==> config.mk <==
export PLATFORM = sky130hd
export DESIGN_NAME = mem_stage
export DESIGN_NICKNAME = d
export VERILOG_FILES = /design/src/rtl/mem_stage_pkg.sv /design/src/rtl/mem_stage_data_memory.sv /design/src/rtl/mem_stage.sv
export SDC_FILE = /design/constraint.sdc
export NUM_CORES = 1
export LEC_CHECK = 0
export ABC_AREA = 1
export CORE_ASPECT_RATIO = 1.5
export CORE_MARGIN = 5
export CORE_UTILIZATION = 58
export CTS_BUF_LIST = sky130_fd_sc_hd__clkbuf_4
export DETAILED_ROUTE_END_ITERATION = 16
export PLACE_DENSITY = 0.78
export SYNTH_ARGS = -nofsm -noshare
export SYNTH_HDL_FRONTEND = slang
export SYNTH_SLANG_ARGS = --single-unit
==> constraint.sdc <==
create_clock -name clock -period 2.49 [get_ports clock]
set_input_delay 0.747 -clock clock [delete_from_list [all_inputs] [get_ports clock]]
set_output_delay 0.747 -clock clock [all_outputs]
set_load 0.02 [all_outputs]
==> src/rtl/mem_stage_pkg.sv <==
// MEM stage shared types: data width, default DMEM depth,
// WB select encoding and the MEM/WB passthrough bundle.
package mem_stage_pkg;

  localparam int DMEM_DEPTH_DEF = 64;
  localparam int DATA_W = 8;

  typedef enum logic {
    MEM_TO_REG_ALU = 1'b0,
    MEM_TO_REG_MEM = 1'b1
  } wb_sel_e;

  typedef struct packed {
    logic [DATA_W-1:0] alu_result;
    wb_sel_e           mem_to_reg;
    logic              reg_write;
  } mem_wb_t;

endpackage

==> src/rtl/mem_stage_data_memory.sv <==
// Byte-wide data memory: synchronous write, registered
// read (read-before-write), synchronous clear of all words.
module data_memory
  import mem_stage_pkg::*;
#(
  parameter int DEPTH = DMEM_DEPTH_DEF,
  parameter int AW    = $clog2(DEPTH)
) (
  input  logic              clock,
  input  logic              reset,
  input  logic              we,
  input  logic              re,
  input  logic [AW-1:0]     addr,
  input  logic [DATA_W-1:0] wdata,
  output logic [DATA_W-1:0] rdata
);

  logic [DATA_W-1:0] mem [DEPTH];
  logic              in_range;

  // non-power-of-two depths leave holes in the address space
  assign in_range = (32'(addr) < 32'(DEPTH));

  // storage: clear on reset, else write the addressed word
  always_ff @(posedge clock) begin
    if (reset) begin
      for (int i = 0; i < DEPTH; i++) begin
        mem[i] <= '0;
      end
    end else if (we && in_range) begin
      mem[addr] <= wdata;
    end
  end

  // read port: old contents on a same-edge write
  always_ff @(posedge clock) begin
    if (reset) begin
      rdata <= '0;
    end else if (re && in_range) begin
      rdata <= mem[addr];
    end else begin
      rdata <= '0;
    end
  end

endmodule

==> src/rtl/mem_stage.sv <==
// MEM stage: branch resolve, data memory, MEM/WB registers.
// MEM_STAGE_BOUNDS_CHECK_EN adds range check and mem_fault.
module mem_stage
  import mem_stage_pkg::*;
#(
  parameter int PC_SIZE    = 10,
  parameter int DMEM_DEPTH = DMEM_DEPTH_DEF
) (
  input  logic               clock,
  input  logic               reset,
  input  logic [PC_SIZE-1:0] PC_jump_in,
  input  logic               zero_in,
  input  logic [DATA_W-1:0]  ALU_result_in,
  input  logic [DATA_W-1:0]  write_data_in,
  input  logic               branch_in,
  input  logic               mem_read_in,
  input  logic               mem_write_in,
  input  logic               mem_to_reg_in,
  input  logic               reg_write_in,
  output logic               pc_src,
  output logic [PC_SIZE-1:0] PC_branch,
  output logic [DATA_W-1:0]  read_data,
  output logic [DATA_W-1:0]  ALU_result_out,
  output logic               mem_to_reg_out,
`ifdef MEM_STAGE_BOUNDS_CHECK_EN
  output logic               mem_fault,
`endif
  output logic               reg_write_out
);

  localparam int DMEM_AW = $clog2(DMEM_DEPTH);

  logic [DMEM_AW-1:0] addr;
  logic               we;
  logic               re;
  mem_wb_t            wb_q;

  assign pc_src    = branch_in & zero_in & ~reset;
  assign PC_branch = PC_jump_in;
  assign addr      = ALU_result_in[DMEM_AW-1:0];

`ifdef MEM_STAGE_BOUNDS_CHECK_EN
  logic viol;

  assign viol = (mem_read_in | mem_write_in)
              & (32'(ALU_result_in) >= 32'(DMEM_DEPTH));
  assign we   = mem_write_in & ~viol;
  assign re   = mem_read_in & ~viol;

  // fault flag tracks the access of the previous edge
  always_ff @(posedge clock) begin
    if (reset) begin
      mem_fault <= 1'b0;
    end else begin
      mem_fault <= viol;
    end
  end
`else
  assign we = mem_write_in;
  assign re = mem_read_in;
`endif

  data_memory #(
    .DEPTH (DMEM_DEPTH),
    .AW    (DMEM_AW)
  ) u_dmem (
    .clock (clock),
    .reset (reset),
    .we    (we),
    .re    (re),
    .addr  (addr),
    .wdata (write_data_in),
    .rdata (read_data)
  );

  // MEM/WB passthrough registers, no stall or flush
  always_ff @(posedge clock) begin
    if (reset) begin
      wb_q <= '0;
    end else begin
      wb_q.alu_result <= ALU_result_in;
      wb_q.mem_to_reg <= wb_sel_e'(mem_to_reg_in);
      wb_q.reg_write  <= reg_write_in;
    end
  end

  assign ALU_result_out = wb_q.alu_result;
  assign mem_to_reg_out = wb_q.mem_to_reg;
  assign reg_write_out  = wb_q.reg_write;

endmodule
==> summary.json <==
{
  "placement": {
    "placement.io_buffers": 42,
    "detailedPlace.worstSlack_ns": -0.294,
    "dpl.hpwl_mm": 43.1,
    "place_congestion": 0.904,
    "post_place_cells": 3457
  },
  "yosys": {
    "synth.ff_latch_count": 530,
    "netlist.area_leader.share": 0.618,
    "post_synth.cell_area_avg_sq_um": 8.76,
    "synth_nets": 2873,
    "gate_count_after_technology_mapping": 2839,
    "synth-warning-count": 0,
    "synth_top_area_cell": "sky130_fd_sc_hd__edfxtp_1",
    "netlist_top_cells_area": "sky130_fd_sc_hd__edfxtp_1, sky130_fd_sc_hd__nand2_1, sky130_fd_sc_hd__nor2_1",
    "ys_seq_area_frac": 0.632,
    "synth.distinct_cells": 21,
    "syn_area_sq_mm": 0.0249
  },
  "sta": {
    "fin_worst_hold_slack_ns": 0.422,
    "endpoints_failing_hold": 0,
    "period_minus_ws_final_ns": 2.43,
    "achievable-frequency_ghz": 0.412,
    "maxSlewHeadroom": 0.541,
    "finalMaxSlewViolations": 0,
    "timing.setup.tns_ns": 0,
    "period_utilization_post_route": 0.976,
    "worst_setup_margin_ns": 0.0605,
    "worstMarginPinSlew_ns": 0.687,
    "timing.final.setup_violations": 0,
    "rsz0062_at_grt": "no",
    "fin_skew_ns": 0.0350
  },
  "outcome": {
    "status": "finished clean"
  },
  "clock_network": {
    "cts_max_path_bufs": 3,
    "cts.hold.buffers_added": 0,
    "tritoncts": "yes",
    "worst_setup_hold_path_clk_slew_ns": 0.07,
    "cts_htree_levels": 3,
    "cts_made_buffers": 116,
    "post_cts.repair.setup_buffers": 0,
    "post_cts_resized": 21,
    "worst_skew_pair.late_latency_ns": 0.84,
    "cts.root.buffer_cell": "sky130_fd_sc_hd__clkbuf_4",
    "cts.sinks": 530
  },
  "routing": {
    "avgViaCountPerCell": 5.45,
    "wire_per_inst_um": 18.1,
    "detailedRoute.firstIterationViolations": 2087,
    "wirelength_mm": 66.3,
    "vias": 20000,
    "residual_drc": 0,
    "first_pass_iters": 6,
    "antenna_left": 0
  },
  "power": {
    "total_leakage_power_nw": 12.9,
    "vdd.ir_drop.worst_v": 0.000347,
    "cellPowerDensity_mw_per_mm2": 654
  },
  "layout": {
    "final_core_utilization": 0.669,
    "finish.net_count": 3039,
    "number_of_standard_cells_in_the_final_layout_excluding_fillers": 3663,
    "flow.area_growth_from_synthesis_pct": 14.9,
    "layout-drive-gt1-share": 0.144
  },
  "setup_path": {
    "critical_path_rt_ns": 1.74,
    "crit_path_max_fanout": 4,
    "timing.critical_path.to_type": "output pin",
    "worst-endpoint-arrival_ns": 1.68,
    "worst_setup_path_start_kind": "input port",
    "regToRegSetupSlack_ns": 0.93,
    "critPathKind": "input port to output pin"
  },
  "floorplanning": {
    "design.die.area_sq_mm": 0.0472,
    "initial_utilization": 0.583,
    "pin_count": 63,
    "die_height_um": 264,
    "core_sq_mm": 0.0427,
    "fp_rows": 93,
    "die_x_um": 179
  },
  "grt": {
    "wire_length_of_the_first_global_routing_pass_mm": 103,
    "grt_antenna_before_repair": 2,
    "gr-usage-all-layers": 0.282,
    "globalRoute.totalOverflow": 0,
    "grt_start_max_net_pins": 87,
    "grt_pass1_vias": 20000
  },
  "run": {
    "max_cap_violations": 0
  },
  "worst_hold_path": {
    "kind_of_path_behind_the_tightest_hold_check": "input port to flip-flop"
  }
}
-- final cells by class --
| cell class | instances | area [sq um] |
|---|---|---|
| multi-input cells | 2105 | 8270 |
| flip-flops and latches | 530 | 15700 |
| repair buffers | 221 | 2300 |
| diodes | 2 | 5.00 |
| well taps | 570 | 713 |
| inverters | 31 | 124 |
| clock buffers | 159 | 1190 |
| fillers | 3243 | 14100 |
| clock inverters | 45 | 236 |
-- where the power goes --
| group | total (mW) | internal [mW] | switching [mW] |
|---|---|---|---|
| registers | 10.4 | 10.2 | 0.156 |
| clock network | 6.46 | 3.16 | 3.30 |
| logic | 1.87 | 0.572 | 1.30 |
-- logic make-up (layout without fill, tap and decap cells) --
group                  count (synthesis)  after routing  share of synthesized area
flip-flops                           530            530                      0.632
AO/OA/AOI/OAI                         25             25                    0.00583
buffers and inverters                204            456                     0.0355
other                                  0              2                          0
AND/OR/NAND/NOR                     2080           2080                      0.326
-- metrics by stage --
| stage | total power [mW] | area, sq um |
|---|---|---|
| 4_1_cts | 18.7 | 28600 |
| 3_3_place_gp | 12.4 | 27200 |
| 2_1_floorplan | 11.6 | 24900 |
| 6_report | 18.7 | 28600 |
| 5_1_grt | 19.4 | 28600 |
| 3_5_place_dp | 12.4 | 27200 |
-- cell usage after synthesis --
cell and number:
sky130_fd_sc_hd__nor3_4 2, sky130_fd_sc_hd__clkbuf_1 102, sky130_fd_sc_hd__nand2_2 65, sky130_fd_sc_hd__nor3_1 1, sky130_fd_sc_hd__buf_4 12, sky130_fd_sc_hd__buf_2 45, sky130_fd_sc_hd__or2_2 3, sky130_fd_sc_hd__inv_1 20
sky130_fd_sc_hd__o211ai_1 8, sky130_fd_sc_hd__a21oi_1 8, sky130_fd_sc_hd__dfxtp_1 18, sky130_fd_sc_hd__nor3_2 1, sky130_fd_sc_hd__nand2_1 1442, sky130_fd_sc_hd__edfxtp_1 512, sky130_fd_sc_hd__o21ai_0 9, sky130_fd_sc_hd__nor4_4 6
sky130_fd_sc_hd__nor2_1 557, sky130_fd_sc_hd__buf_1 12, sky130_fd_sc_hd__inv_2 11, sky130_fd_sc_hd__buf_6 2, sky130_fd_sc_hd__nand3_1 3
-- registers in the layout (all words and copies together) (netlist names) --
name / cells
mem_to_reg_out: 1
ALU_result_out: 8
u_dmem.rdata: 8
u_dmem.mem: 512
reg_write_out: 1
-- final timing paths --
check	from	end	depth (start not counted)
setup / recovery	reset	pc_src	4
hold / removal	reg_write_in	reg_write_out	3
setup reg to reg	u_dmem.mem[49][5]	u_dmem.rdata[5]	10
hold reg to reg	u_dmem.mem[35][6]	u_dmem.rdata[6]	6
-- placed cells by master (no fill, tap or decap), types with 19 or more instances in the layout --
master / n
sky130_fd_sc_hd__buf_12: 45
sky130_fd_sc_hd__clkinv_1: 33
sky130_fd_sc_hd__clkdlybuf4s50_1: 20
sky130_fd_sc_hd__edfxtp_1: 512
sky130_fd_sc_hd__clkbuf_4: 159
sky130_fd_sc_hd__buf_4: 135
sky130_fd_sc_hd__nor2_1: 557
sky130_fd_sc_hd__inv_1: 19
sky130_fd_sc_hd__nand2_1: 1442
sky130_fd_sc_hd__nand2_2: 65
-- layer usage --
metal  share of wire  vias up  global-route usage
li1                -     9363                   -
met1            0.35     9259               0.337
met2            0.50     1085               0.478
met3           0.090      254              0.0434
met4           0.062        0               0.173
met5               0        -                   0
-- critical path, cell delays in order --
cell	delay, ns
sky130_fd_sc_hd__clkdlybuf4s50_1	0.40
sky130_fd_sc_hd__buf_4	0.17
sky130_fd_sc_hd__nor2_1	0.10
sky130_fd_sc_hd__clkdlybuf4s15_2	0.26
No activity file was read; power rests on OpenSTA's default activity.
